`config.mk`:
```
export PLATFORM = sky130hd
export DESIGN_NAME = eth_frame_filter
export DESIGN_NICKNAME = d
export VERILOG_FILES = /design/src/rtl/eth_frame_filter.sv
export SDC_FILE = /design/constraint.sdc
export NUM_CORES = 1
export LEC_CHECK = 0
export BUFFER_PORTS_ARGS = -buffer_cell sky130_fd_sc_hd__buf_4
export CORE_MARGIN = 8
export CORE_UTILIZATION = 59
export CTS_BUF_LIST = sky130_fd_sc_hd__clkbuf_8
export DETAILED_ROUTE_END_ITERATION = 12
export PLACE_DENSITY = 0.82
export SETUP_SLACK_MARGIN = 0.2
export SKIP_CTS_REPAIR_TIMING = 1
export SLEW_MARGIN = 20
export SYNTH_ARGS = -nofsm -noshare
export SYNTH_HDL_FRONTEND = slang
export SYNTH_SLANG_ARGS = --single-unit
```
`constraint.sdc`:
```
create_clock -name clk -period 4.7 [get_ports clk]
set_input_delay 0.94 -clock clk [delete_from_list [all_inputs] [get_ports clk]]
set_output_delay 0.94 -clock clk [all_outputs]
set_load 0.005 [all_outputs]
```
`src/rtl/eth_frame_filter.sv`:
```
// Byte-wide Ethernet II receive filter: buffers the L2 header, decides pass/drop from
// destination MAC and EtherType, then replays the header and cuts the body through.
module eth_frame_filter #(
  parameter int HDR_BYTES = 14,
  parameter int CNT_W     = 16
) (
  input  logic             clk,
  input  logic             reset_n,
  input  logic             cfg_enable,
  input  logic             cfg_promisc,
  input  logic [47:0]      cfg_mac,
  input  logic [15:0]      cfg_block_type,
  input  logic [7:0]       in_data,
  input  logic             in_valid,
  input  logic             in_sop,
  input  logic             in_eop,
  output logic             in_ready,
  output logic [7:0]       out_data,
  output logic             out_valid,
  output logic             out_sop,
  output logic             out_eop,
  input  logic             out_ready,
  output logic [CNT_W-1:0] pass_count,
  output logic [CNT_W-1:0] drop_count
);

  localparam int               IDX_W    = $clog2(HDR_BYTES);
  localparam logic [IDX_W-1:0] LAST_IDX = IDX_W'(HDR_BYTES - 1);
  localparam logic [IDX_W-1:0] ONE_IDX  = IDX_W'(1);

  typedef enum logic [2:0] {
    S_IDLE,
    S_HDR,
    S_DECIDE,
    S_FWD_HDR,
    S_FWD_BODY,
    S_DROP
  } state_t;

  state_t           state, state_nxt;
  logic [IDX_W-1:0] idx, idx_nxt;
  logic             hdr_only, hdr_only_nxt;
  logic [7:0]       hdr_buf [HDR_BYTES];
  logic             buf_we;
  logic [IDX_W-1:0] buf_wa;
  logic             pass_inc;
  logic [1:0]       drop_inc;
  logic [47:0]      dst_mac;
  logic [15:0]      eth_type;
  logic             pass_dec;

  function automatic logic [CNT_W-1:0] sat_add(input logic [CNT_W-1:0] a,
                                               input logic [1:0]       inc);
    logic [CNT_W:0] sum;
    sum = {1'b0, a} + {{(CNT_W-1){1'b0}}, inc};
    return sum[CNT_W] ? {CNT_W{1'b1}} : sum[CNT_W-1:0];
  endfunction

  assign dst_mac  = {hdr_buf[0], hdr_buf[1], hdr_buf[2], hdr_buf[3], hdr_buf[4], hdr_buf[5]};
  assign eth_type = {hdr_buf[12], hdr_buf[13]};

  // Configuration is only consulted while in DECIDE, so mid-frame changes cannot split a frame.
  assign pass_dec = !cfg_enable ||
                    ((cfg_promisc || (dst_mac == cfg_mac) || (dst_mac == 48'hFFFF_FFFF_FFFF)) &&
                     ((cfg_block_type == 16'h0000) || (eth_type != cfg_block_type)));

  always_comb begin
    state_nxt    = state;
    idx_nxt      = idx;
    hdr_only_nxt = hdr_only;
    in_ready     = 1'b0;
    out_valid    = 1'b0;
    out_sop      = 1'b0;
    out_eop      = 1'b0;
    out_data     = 8'h00;
    buf_we       = 1'b0;
    buf_wa       = idx;
    pass_inc     = 1'b0;
    drop_inc     = 2'd0;

    case (state)
      S_IDLE: begin
        // Async reset holds state in IDLE, so gating here keeps in_ready low during reset.
        in_ready = reset_n;
        if (in_valid && reset_n && in_sop) begin
          buf_we = 1'b1;
          buf_wa = '0;
          if (in_eop) begin
            drop_inc = 2'd1;
          end else begin
            state_nxt = S_HDR;
            idx_nxt   = ONE_IDX;
          end
        end
      end

      S_HDR: begin
        in_ready = 1'b1;
        if (in_valid) begin
          buf_we = 1'b1;
          if (in_sop) begin
            // Abandon the partial frame and restart; a sop+eop byte is also a runt of its own.
            buf_wa = '0;
            if (in_eop) begin
              drop_inc  = 2'd2;
              state_nxt = S_IDLE;
            end else begin
              drop_inc = 2'd1;
              idx_nxt  = ONE_IDX;
            end
          end else if (idx == LAST_IDX) begin
            state_nxt    = S_DECIDE;
            hdr_only_nxt = in_eop;
          end else if (in_eop) begin
            drop_inc  = 2'd1;
            state_nxt = S_IDLE;
          end else begin
            idx_nxt = idx + ONE_IDX;
          end
        end
      end

      S_DECIDE: begin
        if (pass_dec) begin
          state_nxt = S_FWD_HDR;
          idx_nxt   = '0;
        end else if (hdr_only) begin
          drop_inc  = 2'd1;
          state_nxt = S_IDLE;
        end else begin
          state_nxt = S_DROP;
        end
      end

      S_FWD_HDR: begin
        out_valid = 1'b1;
        out_data  = hdr_buf[idx];
        out_sop   = (idx == '0);
        out_eop   = hdr_only && (idx == LAST_IDX);
        if (out_ready) begin
          if (idx == LAST_IDX) begin
            if (hdr_only) begin
              pass_inc  = 1'b1;
              state_nxt = S_IDLE;
            end else begin
              state_nxt = S_FWD_BODY;
            end
          end else begin
            idx_nxt = idx + ONE_IDX;
          end
        end
      end

      S_FWD_BODY: begin
        out_data  = in_data;
        out_valid = in_valid;
        out_eop   = in_eop;
        in_ready  = out_ready;
        if (in_valid && out_ready && in_eop) begin
          pass_inc  = 1'b1;
          state_nxt = S_IDLE;
        end
      end

      S_DROP: begin
        in_ready = 1'b1;
        if (in_valid && in_eop) begin
          drop_inc  = 2'd1;
          state_nxt = S_IDLE;
        end
      end

      default: state_nxt = S_IDLE;
    endcase
  end

  always_ff @(posedge clk or negedge reset_n) begin
    if (!reset_n) begin
      state      <= S_IDLE;
      idx        <= '0;
      hdr_only   <= 1'b0;
      pass_count <= '0;
      drop_count <= '0;
    end else begin
      state    <= state_nxt;
      idx      <= idx_nxt;
      hdr_only <= hdr_only_nxt;
      if (pass_inc)
        pass_count <= sat_add(pass_count, 2'd1);
      if (drop_inc != 2'd0)
        drop_count <= sat_add(drop_count, drop_inc);
    end
  end

  always_ff @(posedge clk) begin
    if (buf_we)
      hdr_buf[buf_wa] <= in_data;
  end

endmodule

```
==> flow_summary.ini, run 1 <==
[status]
status = complete, no violations

[sta]
max_slew.worst_pin.slew_ns = 0.911
max_clock_freq_mhz = 255
rsz0062_at_grt = false
hold_viol = 0
slew_violations = 0
fin_skew_ns = 0.0142
finalCritPeriodShare_pct = 83.4
setup_viol = 0
slew_headroom_pct = 39.0
layout_min_cycle_time_ns = 3.92
setup_tns_ns = 0

[job]
drv_cap = 0

[worst_setup_path]
crit_path_max_incr_delay_ns = 0.66
path_max_fanout = 40
startpoint_type = register
critical_path_class = reg -> out
crit_path_cell_trace = buf_4 -> mux4_1 -> mux4_2 -> a32o_1 -> buf_4
critPathCaptureType = output pin
cp.required_ns = 3.76
path_common_cell = buf_4
cp.arrival_ns = 2.98
critical_path.slowest_cell = mux4_1

[logic_synthesis]
yosysSeqAreaShare_pct = 58.0
ys_types = 60
avgSynthCellArea_um2 = 13.8
syn_area_um2 = 8360
synthCells = 605
synthArstFlopShare_pct = 23.8
syn_nets = 692
synthTopCellsByArea = edfxtp_1, dfrtp_1, mux4_2, xor2_1, nor2_1
yosysWarnings = 0
synth_top_area_share_pct = 46.0
synth-main-ff-cell = edfxtp_1
synth_top_cell_by_area = edfxtp_1
ys_ff_latch = 168
synth-edff-count = 128

[finish]
drive_above_1_share_pct = 30.9
stdcell_area_um2 = 9870
layout_commonest_cell = buf_4
diodes = 0
final_cell_mix = buf_4, edfxtp_1, xor2_1, nor2_1
area_growth_pct = 18.1
final_net_count = 818
nFillCells = 947

[global_routing]
grt_pass1_vias = 5973
antenna_found_initial = 1
grt_pass1_wl_um = 33200
grtUsageTotal_pct = 23.8
grt_max_degree = 46
grt_overflow = 0

[floorplanning]
core-area_um2 = 13900
die_y_um = 135
row_count = 43
die_w_um = 135
fp.dieArea_um2 = 18200
start_util_pct = 60.2
io_pins = 124

[power_and_ir_drop]
p_leak_nw = 3.73
vdd_ir_drop_max_v = 0.000286
powerDensity_nw_per_um2 = 390

[hold_path]
hp-class = reg -> reg

[place]
place.port_buffers = 123
dp_hpwl_um = 15600
gp_congestion = 0.976
place_area_um2 = 9450

[route]
vias = 5898
drc_errors = 0
detailedRoute.firstPassIterationCount = 5
post_drt_wl_per_cell_um = 22.7
drt_iter0_markers = 658
wirelength_um = 21000
vias_per_cell = 6.38
antenna_left = 0

[cts]
clock-root-buffer = clkbuf_8
clockBufferDepth = 2
clock_latency_ns = 0.47
clk_pin_slew_worst_paths_ns = 0.09
cts_tree = done
cts_buffers = 17
clock_sinks = 168
htreeDepth = 4
## per-layer routing
| metal | global-route usage (%) | wire length, um |
|---|---|---|
| met1 | 30.6 | 7970 |
| met2 | 38.3 | 10600 |
| met5 | 0 | 9 |
| met3 | 5.53 | 1920 |
| met4 | 9.19 | 510 |
## sequential cells by signal, summed over array words and instances (netlist names)
signal and cells:
idx 4, hdr_buf 128, pass_count 16, drop_count 16
state 3, hdr_only 1
## report_power, final
part	switching, mW	total, mW	internal (mW)
combinational	0.504	1.00	0.496
sequential	0.113	1.80	1.68
clock	0.596	1.05	0.451
total	1.21	3.84	2.63
## cell type report
| cell class | count | area (um^2) | share of cell area (%) |
|---|---|---|---|
| repair buffers | 133 | 998 | 10.1 |
| well taps | 180 | 225 | 2.28 |
| multi-input cells | 400 | 3340 | 33.8 |
| inverters | 11 | 41.3 | 0.418 |
| flip-flops and latches | 168 | 4850 | 49.1 |
| clock inverters | 15 | 183 | 1.85 |
| clock buffers | 17 | 234 | 2.37 |
## critical path, delay by kind of cell (launching register included)
kind	cells	cell delay (ns)
DFF	1	0.37
buffers and inverters	2	0.70
muxes	2	1.15
AOI/OAI and AO/OA	1	0.31
## cell families (layout without fill, tap and decap cells)
family | count (synthesis) | in the layout | synth area share [%]
simple gates | 194 | 194 | 12.6
flops | 168 | 168 | 58.0
buf+inv | 37 | 176 | 2.08
compound gates | 76 | 76 | 6.32
mux | 53 | 53 | 12.6
xor+xnor | 70 | 70 | 7.34
fa+ha+maj | 7 | 7 | 1.14
## Yosys cell counts (2+ instances only)
cell type and count:
a21oi_1 19, nor3_1 9, a311oi_1 2, a21o_1 3, edfxtp_1 128, o31ai_1 2, nand2b_1 5, dfrtp_1 40
ha_1 6, nor3b_1 4, clkbuf_1 15, mux2_2 13, xor2_1 65, and3_1 10, nor4_1 23, o21a_1 2
a41oi_1 2, nand3_1 24, or3_1 2, xnor2_1 5, buf_4 2, a211oi_1 2, nor2b_1 6, buf_1 4
nor2_1 40, o21ai_0 18, a31oi_1 7, and4_1 3, nand4_1 21, and2_1 2, mux4_2 39, inv_1 11
a32o_1 8, nand2_1 35, buf_2 3
## through the flow
step	hold slack (ns)	power, mW	utilization, %	setup slack [ns]	cells
floorplan	0.495	2.49	-	0.469	605
global placement	0.517	2.78	68.1	0.413	892
detailed placement	0.524	2.81	68.1	0.272	892
CTS	0.537	3.85	71.1	0.746	924
global route	0.570	4.01	71.1	0.378	924
finish	0.539	3.84	71.1	0.778	924
## worst paths after layout
kind | start | end | slack (ns) | cells after the start
worst max-delay path | idx[0] | out_data[4] | 0.78 | 5
worst min-delay path | pass_count[8] | pass_count[8] | 0.54 | 1
worst max register to register | hdr_buf[12][0] | drop_count[3] | 0.92 | 14
worst min register to register | pass_count[8] | pass_count[8] | 0.54 | 1
max in group asynchronous | reset_n | idx[0] | 3.70 | 2
min in group asynchronous | reset_n | drop_count[10] | 0.57 | 2
Note: power is estimated with default switching activity, not from simulation.
==> run 2, diff against run 1 <==
==> constraint.sdc (replaced) <==
create_clock -name clk -period 3.91 [get_ports clk]
set_input_delay 0.782 -clock clk [delete_from_list [all_inputs] [get_ports clk]]
set_output_delay 0.782 -clock clk [all_outputs]
set_load 0.005 [all_outputs]
==> run 2 against run 1 <==
Net effect: global-route usage shrank 0.36 points; flip-flop and latch count unchanged; register-to-register slack worse by 0.46 ns; critical path depth unchanged; via count is 0.85% higher; wire length increased by 0.41%; core utilization grew 0.68 points; largest cell class unchanged; largest power group unchanged.
==> flow_summary.ini, run 2 (synthesized netlist as in run 1, its figures left out) <==
[status]
status = complete, no violations

[worst_setup_path]
path_buf_inv = 2
r2r_cells = 16
critical_path_class = reg -> out
path_common_cell = mux4_2
cp-endpoint = out_data[0]
rr_endpoint = drop_count[3]
critPathLaunch = idx[0]
path_max_fanout = 40
cp.required_ns = 3.13
crit_path_max_incr_delay_ns = 0.61
startpoint_type = register
critPathCaptureType = output pin
cp.arrival_ns = 2.80
crit_path_cell_trace = buf_6 -> mux4_2 -> mux4_2 -> a32o_1 -> buf_4
path_delay_family = multiplexers
critical_path.slowest_cell = mux4_2
rrSetupSlack_ns = 0.46
timing.rr.start = hdr_buf[3][1]
cp.depth = 5

[finish]
layout_commonest_cell = buf_4
final_cell_mix = buf_4, edfxtp_1, xor2_1, nor2_1
regMostFlops = hdr_buf
diodes = 0
area_growth_pct = 19.2
largest_reg_flops = 128
drive_above_1_share_pct = 32.1
reg_top3 = hdr_buf x128, drop_count x16, pass_count x16
final_net_count = 828

[floorplanning]
die_y_um = 135
io_pins = 124
start_util_pct = 60.2
row_count = 43
core-area_um2 = 13900
die_w_um = 135
fp.dieArea_um2 = 18200

[sta]
finalCritPeriodShare_pct = 91.5
max_slew.worst_pin.slew_ns = 0.879
layout_min_cycle_time_ns = 3.58
fin_skew_ns = 0.0127
slew_headroom_pct = 41.2
max_clock_freq_mhz = 279
rsz0062_at_grt = false
holdWs_ns = 0.186
slew_violations = 0
setup_viol = 0
hold_viol = 0

[cts]
clock-root-buffer = clkbuf_8
htreeDepth = 4
cts_tree = done
clock_latency_ns = 0.45
clock_sinks = 168
cts_buffers = 17
clockBufferDepth = 2
clk_pin_slew_worst_paths_ns = 0.09

[power_and_ir_drop]
pwr-share-clk_pct = 25.6
vdd_ir_drop_max_v = 0.000353
p_switching_mw = 1.39
comb_power_share_pct = 28.0
p_int_mw = 3.16
power_frac_seq_pct = 46.4
p_leak_nw = 3.80
powerDensity_nw_per_um2 = 457
finalPower_mw = 4.56
p_sw_share_pct = 30.5

[global_routing]
antenna_found_initial = 0
grt_pass1_wl_um = 32500
grtUsageTotal_pct = 23.4
grt_overflow = 0
grt_pass1_vias = 5961
grt_max_degree = 41

[place]
place.port_buffers = 123
dp_hpwl_um = 15700
gp_congestion = 0.930

[route]
wirelength_um = 21100
vias = 5948
post_drt_wl_per_cell_um = 22.5
antenna_left = 0
vias_per_cell = 6.37
detailedRoute.firstPassIterationCount = 5
drt_iter0_markers = 608
drc_errors = 0

[job]
drv_cap = 0

[hold_path]
hp-class = in -> async
==> run 2: per-stage QoR <==
| stage | cell area (um^2) | std cells | worst slack, ns | TNS [ns] | utilization [%] |
|---|---|---|---|---|---|
| final | 9960 | 934 | 0.332 | 0 | 71.8 |
| after global routing | 9960 | 934 | 0.209 | 0 | 71.8 |
| after CTS | 9930 | 934 | 0.159 | 0 | 71.5 |
| after detailed placement | 9550 | 902 | -0.0811 | -0.201 | 68.8 |
| after global placement | 9550 | 902 | 0.0990 | 0 | 68.8 |
| after floorplan | 8390 | 605 | 0.232 | 0 | - |
==> run 2: area by class of cell <==
type,instances,area [um^2]
Sequential cell,168,4850
Fill cell,912,3920
Multi-Input combinational cell,400,3380
Timing Repair Buffer,143,1090
Clock buffer,17,234
Tap cell,180,225
Clock inverter,15,138
Inverter,11,41.3
==> run 2: worst min-delay path by stage <==
stage,depth (start not counted),endpoint,slack (ns),from
finish,1,state[1],0.19,reset_n
global route,1,state[1],0.16,reset_n
CTS,1,state[1],0.16,reset_n
detailed placement,2,drop_count[0],0.51,drop_count[0]
global placement,1,pass_count[8],0.51,pass_count[8]
floorplan,0,drop_count[0],0.49,reset_n
==> run 2: power by group through the flow <==
stage          Clock, mW  Combinational (mW)  Sequential, mW
2_1_floorplan          0               0.874            2.13
3_3_place_gp           0                1.23            2.15
3_5_place_dp           0                1.25            2.15
4_1_cts             1.18                1.26            2.11
5_1_grt             1.26                1.37            2.13
6_report            1.17                1.27            2.12
==> run 2: metal layers <==
layer,track usage [%],vias to the layer above,wire length [um]
met3,5.57,34,2020
met2,38.8,337,10600
met5,0,-,0
met4,7.16,0,398
li1,-,2630,-
met1,29.9,2947,8030
==> run 2: worst register-to-register path, cell delays in order, from the launching register on <==
cell and delay (ns):
edfxtp_1 0.45, xor2_1 0.17, nor4_1 0.44, nand4_1 0.21, o31ai_4 0.30, o41ai_4 0.14
a21oi_1 0.15, o21ai_0 0.12, ha_1 0.21, inv_1 0.08, fa_1 0.18, nand4b_1 0.13
nor2_1 0.06, nand3_1 0.09, buf_4 0.19, nor3b_1 0.28, o21ai_0 0.11
==> run 3, diff against run 2 <==
--- a/config.mk
+++ b/config.mk
@@ -10,7 +10,7 @@
 export CORE_UTILIZATION = 59
 export CTS_BUF_LIST = sky130_fd_sc_hd__clkbuf_8
 export DETAILED_ROUTE_END_ITERATION = 12
-export PLACE_DENSITY = 0.82
+export PLACE_DENSITY = 0.89
 export SETUP_SLACK_MARGIN = 0.2
 export SKIP_CTS_REPAIR_TIMING = 1
 export SLEW_MARGIN = 20
==> run 3 against run 2 <==
Net effect: flip-flop and latch count unchanged; global-route usage grew 0.71 points; worst setup slack got worse by 0.032 ns; cell count up 0.32%; register-to-register slack got worse by 0.15 ns; core utilization up 0.081 points; critical path depth is the same; die area unchanged; clock power about the same; hold slack worse by 0.022 ns; clock-buffer cell count stayed put; critical endpoint is now out_data[1]; largest power group unchanged.
==> flow_summary.ini, run 3 (synthesized netlist as in run 1, its figures left out) <==
[finish]
final_net_count = 832
stdcell_area_um2 = 9970
utilization_pct = 71.8
largest_reg_flops = 128
final_cell_mix = buf_4, edfxtp_1, xor2_1
reg_top3 = hdr_buf x128, drop_count x16, pass_count x16
diodes = 0
layout_commonest_cell = buf_4
area_growth_pct = 19.3
regMostFlops = hdr_buf
drive_above_1_share_pct = 32.4

[sta]
slew_headroom_pct = 30.9
slew_violations = 0
max_clock_freq_mhz = 277
worst_slack_ns = 0.300
hold_viol = 0
holdWs_ns = 0.164
setup_viol = 0
rsz0062_at_grt = false
layout_min_cycle_time_ns = 3.61
max_slew.worst_pin.slew_ns = 1.03
fin_skew_ns = 0.0112
finalCritPeriodShare_pct = 92.3

[place]
place_ws_ns = -0.0428
place.port_buffers = 123
dp_hpwl_um = 16100
place_area_um2 = 9560
gp_congestion = 0.909

[worst_setup_path]
startpoint_type = register
cp.required_ns = 3.13
crit_path_cell_trace = buf_6 -> mux4_2 -> mux4_2 -> a32o_1 -> buf_4
cp.arrival_ns = 2.83
critical_path_class = reg -> out
path_buf_inv = 2
critPathCaptureType = output pin
path_common_cell = mux4_2
critical_path.slowest_cell = mux4_2
path_delay_family = multiplexers
cp.depth = 5
crit_path_max_incr_delay_ns = 0.61
r2r_cells = 15
path_max_fanout = 40

[global_routing]
grt_max_degree = 41
grt_overflow = 0
grt_pass1_vias = 6063
antenna_found_initial = 0
grt_pass1_wl_um = 33400
grtUsageTotal_pct = 24.1

[route]
wirelength_um = 21900
vias = 6126
vias_per_cell = 6.54
drc_errors = 0
drt_iter0_markers = 719
antenna_left = 0
post_drt_wl_per_cell_um = 23.4
detailedRoute.firstPassIterationCount = 6

[power_and_ir_drop]
p_leak_nw = 3.81
powerDensity_nw_per_um2 = 458
vdd_ir_drop_max_v = 0.000328

[cts]
cts_tree = done
htreeDepth = 4
clock_latency_ns = 0.46
clock_sinks = 168
clock-root-buffer = clkbuf_8
cts_buffers = 17
clk_pin_slew_worst_paths_ns = 0.09
clockBufferDepth = 2

[floorplanning]
die_y_um = 135
fp.dieArea_um2 = 18200
start_util_pct = 60.2
core-area_um2 = 13900
io_pins = 124
die_w_um = 135
row_count = 43

[job]
drv_cap = 0

[status]
status = complete, no violations

[hold_path]
hp-class = in -> async
run 3: path summary, 6_finish.rpt:
path | start | endpoint | slack, ns
max in group asynchronous | reset_n | idx[0] | 3.08
worst min-delay path | reset_n | drop_count[11] | 0.16
worst min register to register | pass_count[8] | pass_count[8] | 0.54
worst max-delay path | idx[0] | out_data[1] | 0.30
min in group clk | pass_count[8] | pass_count[8] | 0.54
worst max register to register | hdr_buf[13][5] | drop_count[3] | 0.31
run 3: cell type report:
cell class                 instances  area, um^2
timing repair buffer             147        1130
fill                             907        3910
clock buffer                      17         234
inverter                          11        41.3
tap                              180         225
clock inverter                    14         126
sequential                       168        4850
multi-input combinational        400        3370
run 3: stage by stage:
stage / power, mW / TNS (ns) / std cells
5_1_grt: 4.74 / 0 / 937
6_report: 4.56 / 0 / 937
2_1_floorplan: 3.00 / 0 / 605
3_5_place_dp: 3.42 / -0.0428 / 903
4_1_cts: 4.55 / 0 / 934
3_3_place_gp: 3.37 / 0 / 903
run 3: power by group:
group	total, mW	internal, mW	switching [mW]
clock	1.15	0.503	0.644
combinational	1.30	0.626	0.673
sequential	2.12	2.03	0.0930
total	4.56	3.15	1.41
run 3: metal layers:
| metal | vias up | GRT usage (%) | part of all wire [%] |
|---|---|---|---|
| met2 | 402 | 38.6 | 50 |
| li1 | 2644 | - | - |
| met3 | 82 | 7.06 | 10 |
| met1 | 2998 | 30.2 | 36 |
| met5 | - | 0 | 0 |
| met4 | 0 | 9.93 | 3.6 |
